File: config.mk
export PLATFORM = sky130hd
export DESIGN_NAME = cdb_arbiter
export DESIGN_NICKNAME = d
export VERILOG_FILES = /design/src/rtl/cdb_arbiter.sv
export SDC_FILE = /design/constraint.sdc
export NUM_CORES = 1
export LEC_CHECK = 0
export ABC_AREA = 1
export CAP_MARGIN = 30
export CORE_ASPECT_RATIO = 0.9
export CORE_MARGIN = 2
export CORE_UTILIZATION = 37
export CTS_BUF_LIST = sky130_fd_sc_hd__clkbuf_16
export DETAILED_ROUTE_END_ITERATION = 6
export PLACE_DENSITY = 0.79
export RECOVER_POWER = 50
export SLEW_MARGIN = 20
export SYNTH_ARGS = -nofsm -noshare
export SYNTH_HDL_FRONTEND = slang
export SYNTH_SLANG_ARGS = --single-unit
File: constraint.sdc
create_clock -name clk -period 4.5 [get_ports clk]
set_input_delay 1.35 -clock clk [delete_from_list [all_inputs] [get_ports clk]]
set_output_delay 1.35 -clock clk [all_outputs]
set_load 0.005 [all_outputs]
File: src/rtl/cdb_arbiter.sv
// Round-robin arbiter for the shared Common Data Bus: one combinational grant per cycle,
// winner's fields broadcast from a registered CDB output stage.
module cdb_arbiter #(
  parameter int unsigned NUM_REQ    = 4,
  parameter int unsigned DATA_WIDTH = 32,
  parameter int unsigned TAG_WIDTH  = 3,
  parameter int unsigned IDX_WIDTH  = $clog2(NUM_REQ)
) (
  input  logic                            clk,
  input  logic                            rst,
  input  logic [NUM_REQ-1:0]              req_valid,
  input  logic [NUM_REQ*DATA_WIDTH-1:0]   req_result,
  input  logic [NUM_REQ*TAG_WIDTH-1:0]    req_tag,
  input  logic [NUM_REQ*5-1:0]            req_dest_reg,
  output logic [NUM_REQ-1:0]              req_ack,
  input  logic                            cdb_ready,
  output logic                            cdb_valid,
  output logic [DATA_WIDTH-1:0]           cdb_result,
  output logic [TAG_WIDTH-1:0]            cdb_tag,
  output logic [4:0]                      cdb_dest_reg,
  output logic [IDX_WIDTH-1:0]            cdb_src
);

  logic                  cdb_valid_q, cdb_valid_d;
  logic [DATA_WIDTH-1:0] cdb_result_q, cdb_result_d;
  logic [TAG_WIDTH-1:0]  cdb_tag_q, cdb_tag_d;
  logic [4:0]            cdb_dest_reg_q, cdb_dest_reg_d;
  logic [IDX_WIDTH-1:0]  cdb_src_q, cdb_src_d;
  logic [IDX_WIDTH-1:0]  rr_ptr_q, rr_ptr_d;

  logic                  found;
  logic [IDX_WIDTH-1:0]  win;
  logic [IDX_WIDTH-1:0]  scan_idx;
  int                    scan;

  // Scan from rr_ptr upward; explicit wrap keeps non-power-of-2 NUM_REQ correct.
  always_comb begin
    found    = 1'b0;
    win      = '0;
    scan     = 0;
    scan_idx = '0;
    if (!rst && cdb_ready) begin
      for (int k = 0; k < int'(NUM_REQ); k++) begin
        scan = int'(rr_ptr_q) + k;
        if (scan >= int'(NUM_REQ)) scan = scan - int'(NUM_REQ);
        scan_idx = IDX_WIDTH'(scan);
        if (!found && req_valid[scan_idx]) begin
          found = 1'b1;
          win   = scan_idx;
        end
      end
    end
  end

  always_comb begin
    req_ack        = '0;
    cdb_valid_d    = found;
    cdb_result_d   = cdb_result_q;
    cdb_tag_d      = cdb_tag_q;
    cdb_dest_reg_d = cdb_dest_reg_q;
    cdb_src_d      = cdb_src_q;
    rr_ptr_d       = rr_ptr_q;
    for (int i = 0; i < int'(NUM_REQ); i++) begin
      if (found && (win == IDX_WIDTH'(i))) begin
        req_ack[i]     = 1'b1;
        cdb_result_d   = req_result[i*DATA_WIDTH +: DATA_WIDTH];
        cdb_tag_d      = req_tag[i*TAG_WIDTH +: TAG_WIDTH];
        cdb_dest_reg_d = req_dest_reg[i*5 +: 5];
      end
    end
    if (found) begin
      cdb_src_d = win;
      rr_ptr_d  = (win == IDX_WIDTH'(NUM_REQ - 1)) ? '0 : win + IDX_WIDTH'(1);
    end
  end

  always_ff @(posedge clk) begin
    if (rst) begin
      cdb_valid_q    <= 1'b0;
      cdb_result_q   <= '0;
      cdb_tag_q      <= '0;
      cdb_dest_reg_q <= '0;
      cdb_src_q      <= '0;
      rr_ptr_q       <= '0;
    end else begin
      cdb_valid_q    <= cdb_valid_d;
      cdb_result_q   <= cdb_result_d;
      cdb_tag_q      <= cdb_tag_d;
      cdb_dest_reg_q <= cdb_dest_reg_d;
      cdb_src_q      <= cdb_src_d;
      rr_ptr_q       <= rr_ptr_d;
    end
  end

  assign cdb_valid    = cdb_valid_q;
  assign cdb_result   = cdb_result_q;
  assign cdb_tag      = cdb_tag_q;
  assign cdb_dest_reg = cdb_dest_reg_q;
  assign cdb_src      = cdb_src_q;

endmodule

== Word-level counts from Yosys, hierarchy flattened ==
Index checks and enable logic that the tools add are counted.

* Add/subtract/negate cells: 8
* Magnitude comparators: 8
* Eq/ne operators: 3
* Muxes and demuxes: 46
* Reduce and logical (&&, ||, !) cells: 14

{| class="wikitable"
|+ Operators by type and width
! cell !! count
|-
| $mux W32 || 4
|-
| $mux W2 || 14
|-
| $mux W5 || 4
|-
| $mux W1 || 16
|-
| $lt A2 B3 Y1 const B || 4
|-
| $mux W3 || 4
|-
| $ge A3 B3 Y1 const B || 3
|-
| $bmux W1 S2 || 4
|-
| $logic_and A1 B1 Y1 || 8
|-
| $sub A2 B1 Y2 const B || 4
|-
| $add A2 B2 Y3 const B || 2
|-
| $eq A2 B2 Y1 const B || 2
|-
| $logic_not A1 Y1 || 4
|-
| $reduce_bool A4 Y1 || 1
|-
| $add A2 B1 Y3 const B || 1
|-
| $ge A2 B3 Y1 const B || 1
|-
| $add A2 B1 Y2 const B || 1
|-
| $eq A2 B1 Y1 const B || 1
|-
| $logic_not A2 Y1 || 1
|}

* Register bits after elaboration: 45
* Output and inout bits: 47

== Longest topological paths before layout ==
Gate-level depths: netlist of the first run.

* Word-level depth: 25
* Gate-level depth with buffers: 22
* Mapped depth without buffers: 18

== Worst setup path before layout of the first run ==
OpenSTA, ideal clock, no wires.

* Kind: input-to-output
* Start: input rst
* End: output req_ack[3]
* Data arrival time: 3133 ps
* Required time: 3150 ps
* Setup slack: 17 ps
* Stages on the path: 11
* Cell sequence: clkbuf_1 nor2_2 buf_2 buf_1 nand3_1 inv_1 ha_1 buf_1 nand3_1 buf_2 inv_1

* Longest elaborated chain between the ends: 6

{| class="wikitable"
|+ Ends and longest elaborated chain
! what !! line !! text
|-
| from (decl) || 10 || <nowiki>input logic rst,</nowiki>
|-
| $logic_not A1 Y1 || 42 || <nowiki>if (!rst && cdb_ready) begin</nowiki>
|-
| $logic_and A1 B1 Y1 || 42 ||
|-
| $mux W2 || 42 ||
|-
| via win[1] || 32 || <nowiki>logic [IDX_WIDTH-1:0] win;</nowiki>
|-
| $eq A2 B2 Y1 || 64 || <nowiki>if (found && (win == IDX_WIDTH'(i))) begin</nowiki>
|-
| $logic_and A1 B1 Y1 || 64 ||
|-
| $mux W1 || 64 ||
|-
| to (decl) || 15 || <nowiki>output logic [NUM_REQ-1:0] req_ack,</nowiki>
|}

The timed path passes the listed nets, and every way through them passes these cells.

== Worst setup path in the final report of the first run ==
* Start: input req_valid[3]
* End: output req_ack[2]

* Longest elaborated chain between the ends: 19

{| class="wikitable"
|+ Ends and longest elaborated chain
! what !! line !! text
|-
| from (decl) || 11 || <nowiki>input logic [NUM_REQ-1:0] req_valid,</nowiki>
|-
| $bmux W1 S2 || 47 || <nowiki>if (!found && req_valid[scan_idx]) begin</nowiki>
|-
| $mux W1 (implied by the code) || 47 ||
|-
| $mux W1 || 47 ||
|-
| $mux W1 || 42 ||
|-
| $logic_not A1 Y1 || 47 ||
|-
| $logic_and A1 B1 Y1 || 47 ||
|-
| $mux W1 || 47 ||
|-
| $mux W1 || 42 ||
|-
| [... 3 more ...] || n/a ||
|-
| $mux W1 || 42 ||
|-
| $logic_not A1 Y1 || 47 ||
|-
| $logic_and A1 B1 Y1 || 47 ||
|-
| $mux W2 || 47 ||
|-
| $mux W2 || 42 ||
|-
| $eq A2 B2 Y1 || 64 ||
|-
| $logic_and A1 B1 Y1 * || 64 ||
|-
| $mux W1 * || 64 ||
|}

Every way passes the cells marked *; elsewhere a longest branch is shown, timed or not. The select of a mux whose other input is x is not followed.

==> run metrics, run 1 <==
final std cells w/o fill=approximately 1100; Final Wtd Congestion=approximately 0.85; reg2reg setup slack=1.37 ns; final wirelength=around 14000 µm; DR vias=between 5000 and 6000; number of synthesis warnings=0; setup slack after layout=0.104 ns; WP data required=approximately 3.2 ns; Final HPWL DP=approximately 9500 µm; Largest stage delay, worst path=about 0.21 ns; max reg flops=32; Main synth FF type=dfxtp_1; compound-cell area share of the yosys netlist=approximately 11%; FF-to-FF End=cdb_result[10]; core area=10700 µm²; Synth Net Count=approximately 910; post-layout util=60.7%; total CTS buffers=5; # diodes=0; crit share post-route=97.7%; Clock Tree Buf Depth=2; most frequent cell after synthesis=nand2_1; H-tree levels=2; worst skew pair latency=between 0.2 and 0.3 ns; Antenna Nets Post-Route=0; largest cells by area after synthesis=dfxtp_1 (22%), nand2_1 (21%), inv_1 (16%); synthesized-area fraction occupied by adder cells=1.24%; Wirelength per Cell=between 10 and 15 µm; unique cell type count in the Yosys netlist=24; Port Buffers=around 210; Final Power=roughly 0.0014 W; Cells after DPL=approximately 1000; largest family of logic cells by synthesized area=simple AND/OR/NAND/NOR gates; Yosys reg bits=45; CP max stage cell=xor2_1; initial antenna violation count=0; CTS tree=done; fin. max-slew vios=0; clock sink count=45; arrival time at the worst endpoint=around 3 ns; largest net degree at the start of global routing=85; post-route minimum period=about 4.4 ns; Initial Utilization=approximately 38%; synthesized area per cell=between 5 and 6 µm²; Die ar.=~12000 µm²; DRC Markers=0; EDFF count, synth=0; hold slack=roughly 0.46 ns; Leak=~3.5 nW; Max-Slew Margin vs Limit=42.3%; Worst-Margin Slew=a little under 0.9 ns; status=finished, final reports clean; Setup WS pre-CTS=-0.486 ns; simple-gate area share of the yosys netlist=between 40% and 50%; GRT Total Usage=between 20% and 30%; max_cap viols=0; Critical Path Source Type=input port; Final nets=1104; IO Count=approximately 210; sw frac=between 30% and 40%; final hold vios=0; total overflow reported by the global router=0; multiplexer share of the synthesized area=0%; post-synthesis cell area=~4000 µm²; Die Height=103 µm; Worst IR Drop VDD=0.162 mV; crit path capture type=output port; Commonest cells post-synth=nand2_1 (228), inv_1 (174), a21oi_1 (82); P_int=0.000947 W; xor-xnor portion of the synthesized cell area=less than 1%; Initial DRC Count=around 280; final setup fails=0; depth of the worst register-to-register path=21; logic gate share of total power=43.7%; clock tree root driver cell=clkbuf_16; critical-path cell list=clkbuf_2, inv_2, nand2_2, nand2_1, nand2_1, o21ai_2, inv_2, a31oi_4, xor2_1, nand2_2, buf_4, buf_4, ha_2, nand3_2, inv_1, buf_2; Worst Skew=about 0.0070 ns; hold-fix buffers at CTS=0; Achievable Freq=~0.23 GHz; Setup CP Type=input port to output port; Worst setup endpoint=req_ack[2]; Yosys top cell by area=dfxtp_1; R2R Path Start=rr_ptr_q[0]; Syn-to-layout area delta=61.0%; crit path max fanout=3; clk slew on worst S/H paths=0.06 ns; Die X=approximately 110 µm; vias in the first global route=about 4700; Clock Power Share=25.1%; DR vias/cell=4.87; CP Launch Point=req_valid[3]; layout cell share with drive strength beyond 1=under 10%; Seq pwr share=between 30% and 40%; Initial DRT Pass Iterations=5; Hold Path Class=flip-flop to flip-flop; sequential-to-total area share from yosys stat=approximately 22%; Synth top area share=between 20% and 30%; first-pass GRT wire length=around 23000 µm; P_sw=around 0.0005 W; Rows=36; asr flop ratio synth=0%; pwr/cell area=223 nW/µm²; Syn Inst Count=741
-- logic make-up (layout without fill, tap and decap cells) --
kind of cell               Yosys count  count (layout)
DFF                                 45              45
adders and majority gates            4               4
AOI/OAI and AO/OA                   87              87
buffers and inverters              236             429
xor gates and xnor gates             1               1
and+or+nand+nor                    368             368
-- power groups by stage --
stage                     combinational [W]  clock, W  sequential, W
after floorplan                    0.000303         0       0.000459
after global placement             0.000580         0       0.000462
after detailed placement           0.000585         0       0.000463
after CTS                          0.000621  0.000379       0.000454
after global routing               0.000702  0.000391       0.000457
final                              0.000634  0.000363       0.000453
-- cell type report --
| class | count | area, µm² |
|---|---|---|
| Sequential cell | 45 | 901 |
| Timing Repair Buffer | 245 | 2340 |
| Fill cell | 1043 | 4220 |
| Clock buffer | 5 | 125 |
| Multi-Input combinational cell | 460 | 2290 |
| Inverter | 176 | 661 |
| Tap cell | 133 | 166 |
| Clock inverter | 3 | 17.5 |
-- per-stage QoR --
stage / cell area, µm² / setup TNS, ns
floorplan: 4040 / 0
global placement: 6220 / -1.66
detailed placement: 6220 / -1.82
CTS: 6470 / -0.00981
global route: 6500 / -0.0348
finish: 6500 / 0
-- worst min path at each step --
stage | start | endpoint | slack [ns] | cells past startpoint
final | cdb_result[27] | cdb_result[27] | 0.46 | 2
after global routing | cdb_tag[1] | cdb_tag[1] | 0.48 | 2
after CTS | cdb_result[3] | cdb_result[3] | 0.47 | 2
after detailed placement | cdb_result[3] | cdb_result[3] | 0.46 | 2
after global placement | cdb_result[18] | cdb_result[18] | 0.45 | 2
after floorplan | cdb_dest_reg[3] | cdb_dest_reg[3] | 0.46 | 2
-- worst max-delay path: cells and delay by family --
kind	cells	cell delay (ns)
AO/OA/AOI/OAI	2	0.28
XOR/XNOR	1	0.21
adder cells (fa/ha/maj)	1	0.18
buffers and inverters	7	0.61
AND/OR/NAND/NOR	5	0.40
-- per-layer routing --
metal / track usage (%) / part of all wire [%] / up-vias
li1: - / - / 2686
met5: 0 / 0 / -
met4: 5.82 / 1.7 / 0
met1: 30.5 / 44 / 2277
met3: 5.23 / 8.7 / 14
met2: 40.4 / 46 / 221
-- placed cells by master (no fill, tap or decap), types with 2 or more instances in the layout --
cell type	instances
a21oi_1	82
buf_2	3
buf_4	30
buf_6	2
clkbuf_16	5
clkbuf_2	5
clkdlybuf4s50_1	161
dfxtp_1	45
dlygate4sd3_1	43
ha_2	2
ha_4	2
inv_1	168
inv_2	8
nand2_1	224
nand2_2	7
nand3_1	43
nand3_2	5
nand3_4	2
nand4_1	81
nor2_4	2
o21ai_2	2
-- timing repair --
| action | in CTS | in global routing |
|---|---|---|
| pin swaps | 6 | 8 |
| buffers inserted | 9 | 3 |
| setup endpoints to repair | 4 | 4 |
| resized for setup | 29 | 22 |
Note: power is estimated with default switching activity, not from simulation.
==> inputs of run 2 (changes only) <==
--- a/config.mk
+++ b/config.mk
@@ -6,12 +6,12 @@
 export NUM_CORES = 1
 export LEC_CHECK = 0
 export ABC_AREA = 1
-export CAP_MARGIN = 30
 export CORE_ASPECT_RATIO = 0.9
 export CORE_MARGIN = 2
 export CORE_UTILIZATION = 37
 export CTS_BUF_LIST = sky130_fd_sc_hd__clkbuf_16
 export DETAILED_ROUTE_END_ITERATION = 6
+export MAX_ROUTING_LAYER = met4
 export PLACE_DENSITY = 0.79
 export RECOVER_POWER = 50
 export SLEW_MARGIN = 20
==> run metrics, run 2 (same netlist as run 1, synthesis figures left out) <==
status=finished, final reports clean; DR vias/cell=roughly 4.9; WP data required=about 3.2 ns; Cells after DPL=1048; Initial Utilization=~38%; Achievable Freq=0.227 GHz; Hold Path Class=flip-flop to flip-flop; max reg flops=32; largest net degree at the start of global routing=85; initial antenna violation count=0; P_sw=between 0.0005 and 0.0006 W; Worst-Margin Slew=0.849 ns; hold slack=0.462 ns; final std cells w/o fill=roughly 1100; WP depth=16; final hold vios=0; total CTS buffers=5; CP max stage cell=xor2_1; P_int=between 0.0009 and 0.001 W; H-tree levels=2; final setup fails=0; Syn-to-layout area delta=61.0%; arrival time at the worst endpoint=slightly above 3 ns; Initial DRC Count=about 280; clock sink count=between 40 and 50; hold-fix buffers at CTS=0; Leak=roughly 3.5 nW; Worst Skew=0.00778 ns; depth of the worst register-to-register path=21; Routed met3 length=about 1200 µm; Placed Area=between 6000 and 7000 µm²; Met1 Wirelength=about 6400 µm; first-pass GRT wire length=around 22000 µm; Port Buffers=around 210; vias in the first global route=4724; GRT Total Usage=roughly a quarter; reg2reg setup slack=about 1.4 ns; fin. max-slew vios=0; Clock Power Share=25.1%; Die ar.=approximately 12000 µm²; Final HPWL DP=about 9500 µm; max_cap viols=0; R2R Path Start=rr_ptr_q[0]; most common cell after layout, fill and taps aside=nand2_1; core area=~11000 µm²; Final Wtd Congestion=around 0.86; Die Height=103 µm; Largest stage delay, worst path=between 0.2 and 0.25 ns; sw frac=34.7%; Final Power=~0.0015 W; Final Cell Area=between 6000 and 7000 µm²; Seq pwr share=a little under a third; commonest non-fill, non-tap cells in the layout=nand2_1 (224), inv_1 (168), clkdlybuf4s50_1 (161); clock tree root driver cell=clkbuf_16; Critical Path Source Type=input port; Antenna Nets Post-Route=0; CP Launch Point=req_valid[3]; clk slew on worst S/H paths=about 0.060 ns; Max-Slew Margin vs Limit=43.4%; Initial DRT Pass Iterations=5; worst skew pair latency=between 0.2 and 0.3 ns; # diodes=0; critical-path cell list=clkbuf_2, inv_2, nand2_2, nand2_1, nand2_1, o21ai_2, inv_2, a31oi_4, xor2_1, nand2_2, buf_4, buf_4, ha_2, nand3_2, inv_1, buf_2; CTS tree=done; Wirelength per Cell=approximately 13 µm; Clock Tree Buf Depth=2; delay-heaviest family, CP=buffers and inverters; IO Count=approximately 210; FF-to-FF End=cdb_result[11]; layout cell share with drive strength beyond 1=8.57%; crit path max fanout=3; Worst setup endpoint=req_ack[2]; DRC Markers=0; crit path capture type=output port; crit share post-route=97.8%; Setup CP Type=input port to output port; Top Metal Used=met4; logic gate share of total power=a little over two fifths; CP Buf/Inv Count=7; Worst IR Drop VDD=0.163 mV; Die X=about 110 µm; WL met2=about 6500 µm; DR vias=5204; Rows=36; pwr/cell area=between 200 and 250 nW/µm²; total overflow reported by the global router=0; final wirelength=14300 µm; post-layout util=about three fifths; Final nets=~1100; post-route minimum period=approximately 4.4 ns
## run 2: how the worst min path moves through the flow
stage,depth (start not counted),from,end
final,2,cdb_result[25],cdb_result[25]
after global routing,2,cdb_tag[1],cdb_tag[1]
after CTS,2,cdb_result[3],cdb_result[3]
after detailed placement,2,cdb_result[3],cdb_result[3]
after global placement,2,cdb_result[18],cdb_result[18]
after floorplan,2,cdb_dest_reg[3],cdb_dest_reg[3]
## run 2: per-stage QoR
stage	setup TNS, ns	setup WS, ns
floorplan	0	0.0175
global placement	-1.66	-0.445
detailed placement	-1.82	-0.486
CTS	-0.00981	-0.00981
global route	-0.0345	-0.0250
finish	0	0.0978
## run 2: tightest hold or removal path: stages (launching register included)
cell and delay [ns]:
dfxtp_1 0.31, nand2_1 0.06, a21oi_1 0.05
## run 2: per-layer routing
metal  track usage (%)  up-vias
met5                 -        -
met4              5.82        0
met3              3.76       16
met2              40.4      236
met1              31.3     2268
li1                  -     2684
## run 2: area by class of cell
| class | count | area [µm²] |
|---|---|---|
| clock buffer | 5 | 125 |
| clock inverter | 3 | 17.5 |
| fill | 1043 | 4220 |
| inverter | 176 | 661 |
| multi-input combinational | 460 | 2290 |
| sequential | 45 | 901 |
| tap | 133 | 166 |
| timing repair buffer | 245 | 2340 |
## run 2: timing repair
action | CTS | global route
pin swaps | 6 | 8
buffers inserted | 9 | 3
setup endpoints to repair | 4 | 4
gates resized for setup | 29 | 22
## run 2: power by group through the flow
stage	logic [W]	clock network (W)	registers [W]
finish	0.000634	0.000364	0.000453
global route	0.000702	0.000391	0.000457
CTS	0.000621	0.000379	0.000454
detailed placement	0.000585	0	0.000463
global placement	0.000580	0	0.000462
floorplan	0.000303	0	0.000459
==> inputs of run 3 (changes only) <==
--- a/config.mk
+++ b/config.mk
@@ -12,7 +12,7 @@
 export CTS_BUF_LIST = sky130_fd_sc_hd__clkbuf_16
 export DETAILED_ROUTE_END_ITERATION = 6
 export MAX_ROUTING_LAYER = met4
-export PLACE_DENSITY = 0.79
+export PLACE_DENSITY = 0.86
 export RECOVER_POWER = 50
 export SLEW_MARGIN = 20
 export SYNTH_ARGS = -nofsm -noshare
==> run metrics, run 3 (same netlist as run 1, synthesis figures left out) <==
DR vias=about 5300; final setup fails=0; post-route minimum period=about 4.4 ns; R2R Path Start=rr_ptr_q[0]; delay-heaviest family, CP=simple AND/OR/NAND/NOR gates; Final nets=about 1100; Initial DRT Pass Iterations=5; CP max stage cell=dlygate4sd2_1; WP data required=roughly 3.2 ns; status=finished, final reports clean; Fin Setup TNS=0 ns; logic gate share of total power=~45%; sw frac=35.3%; Die ar.=around 12000 µm²; Initial DRC Count=roughly 370; clock sink count=45; Port Buffers=between 200 and 250; clock tree root driver cell=clkbuf_16; layout cell share with drive strength beyond 1=under 10%; crit path capture type=output port; hold endpoint=cdb_dest_reg[0]; Critical Path Source Type=input port; Leak=about 3.5 nW; # diodes=0; Worst IR Drop VDD=0.122 mV; Syn-to-layout area delta=62.1%; most common cell after layout, fill and taps aside=nand2_1; max reg flops=32; Worst-Margin Slew=roughly 0.9 ns; total overflow reported by the global router=0; GRT Total Usage=between 20% and 30%; critical-path cell list=dlygate4sd2_1, inv_2, nand2_1, nand3_2, nand2_4, nor2_4, nand2_1, o211ai_1, nand3_2, buf_6, ha_4, nand3_4, inv_2, buf_6; Max-Slew Margin vs Limit=about two fifths; vias in the first global route=around 4800; Achievable Freq=0.225 GHz; Setup CP Type=input port to output port; Die Height=around 100 µm; Largest stage delay, worst path=about 0.25 ns; H-tree levels=2; IO Count=roughly 210; Worst Skew=roughly 0.0033 ns; worst skew pair latency=about 0.28 ns; Hold Path Class=flip-flop to flip-flop; crit share post-route=approximately 99%; Antenna Nets Post-Route=0; pwr/cell area=224 nW/µm²; Die X=~110 µm; Final HPWL DP=between 9000 and 10000 µm; max_cap viols=0; Initial Utilization=37.7%; CTS tree=done; hold_sp=cdb_dest_reg[0]; commonest non-fill, non-tap cells in the layout=nand2_1 (223), inv_1 (168), clkdlybuf4s50_1 (161); Final Wtd Congestion=~0.9; DRC Markers=0; CP Buf/Inv Count=5; Wirelength per Cell=~14 µm; hold-fix buffers at CTS=0; initial antenna violation count=0; DR vias/cell=between 4 and 5; total CTS buffers=5; core area=between 10000 and 15000 µm²; arrival time at the worst endpoint=between 3 and 4 ns; reg2reg setup slack=around 1.3 ns; largest net degree at the start of global routing=85; P_sw=between 0.0005 and 0.0006 W; Final Power=between 0.001 and 0.0015 W; final hold vios=0; depth of the worst register-to-register path=18; Clock Power Share=24.4%; crit path max fanout=4; fin. max-slew vios=0; clk slew on worst S/H paths=0.06 ns; Rows=36; Seq pwr share=31.0%; Clock Tree Buf Depth=2; first-pass GRT wire length=~23000 µm; Hold Crit Depth=2; final wirelength=14800 µm; FF-to-FF End=cdb_result[8]; P_int=roughly 0.00095 W
==> run 3: area by class of cell <==
| cell class | instances | area, µm² |
|---|---|---|
| Clock buffer | 5 | 125 |
| Clock inverter | 3 | 12.5 |
| Fill cell | 1020 | 4170 |
| Inverter | 176 | 663 |
| Multi-Input combinational cell | 460 | 2330 |
| Sequential cell | 45 | 901 |
| Tap cell | 133 | 166 |
| Timing Repair Buffer | 245 | 2350 |
==> run 3: metal layers <==
layer,wire length [µm],share of wire (%),track usage [%],vias up
met4,107,0.72,4.60,0
met5,0,0,-,-
met3,1320,8.9,3.82,9
met2,6950,47,41.3,236
met1,6410,43,32.0,2327
li1,-,-,-,2691
==> run 3: how the worst max path moves through the flow <==
stage / startpoint / end / slack [ns] / depth (start not counted)
2_1_floorplan: rst / req_ack[3] / 0.02 / 11
3_3_place_gp: req_valid[1] / req_ack[3] / -0.43 / 13
3_5_place_dp: req_valid[1] / req_ack[1] / -0.55 / 13
4_1_cts: req_valid[2] / req_ack[2] / 0.001 / 15
5_1_grt: req_valid[0] / req_ack[3] / -0.02 / 14
6_report: req_valid[0] / req_ack[1] / 0.06 / 14
==> run 3: worst register-to-register path, cell delays in order (launching register included) <==
cell	delay (ns)
dfxtp_1	0.60
inv_1	0.24
nand2_1	0.11
nand2_1	0.12
nand2_4	0.11
nand2_2	0.06
nor2_4	0.14
nand2_1	0.07
o211ai_1	0.23
nand3_2	0.16
buf_6	0.17
ha_4	0.16
nand3_4	0.07
buf_4	0.41
nand2_1	0.15
nand3_1	0.10
nand2_1	0.06
nand2_1	0.06
a21oi_1	0.06
==> run 3: per-stage QoR <==
step	hold WS, ns	utilization (%)	cells	setup slack (ns)	instance area, µm²
after global routing	0.481	61.1	1067	-0.0177	6550
after floorplan	0.460	-	741	0.0175	4040
final	0.459	61.1	1067	0.0569	6550
after CTS	0.465	60.4	1063	0.00105	6470
after detailed placement	0.455	58.0	1048	-0.553	6220
after global placement	0.452	58.0	1048	-0.433	6220
==> run 3: power by group through the flow <==
stage / logic (W) / registers [W] / clock network, W
floorplan: 0.000303 / 0.000459 / 0
global placement: 0.000580 / 0.000463 / 0
detailed placement: 0.000588 / 0.000462 / 0
CTS: 0.000623 / 0.000455 / 0.000368
global route: 0.000714 / 0.000459 / 0.000382
finish: 0.000654 / 0.000455 / 0.000358
==> run 3: timing repair <==
| action | CTS | global route |
|---|---|---|
| resized for setup | 30 | 28 |
| pin swaps | 8 | 13 |
| setup endpoints to repair | 4 | 4 |
| buffers inserted | 8 | 4 |
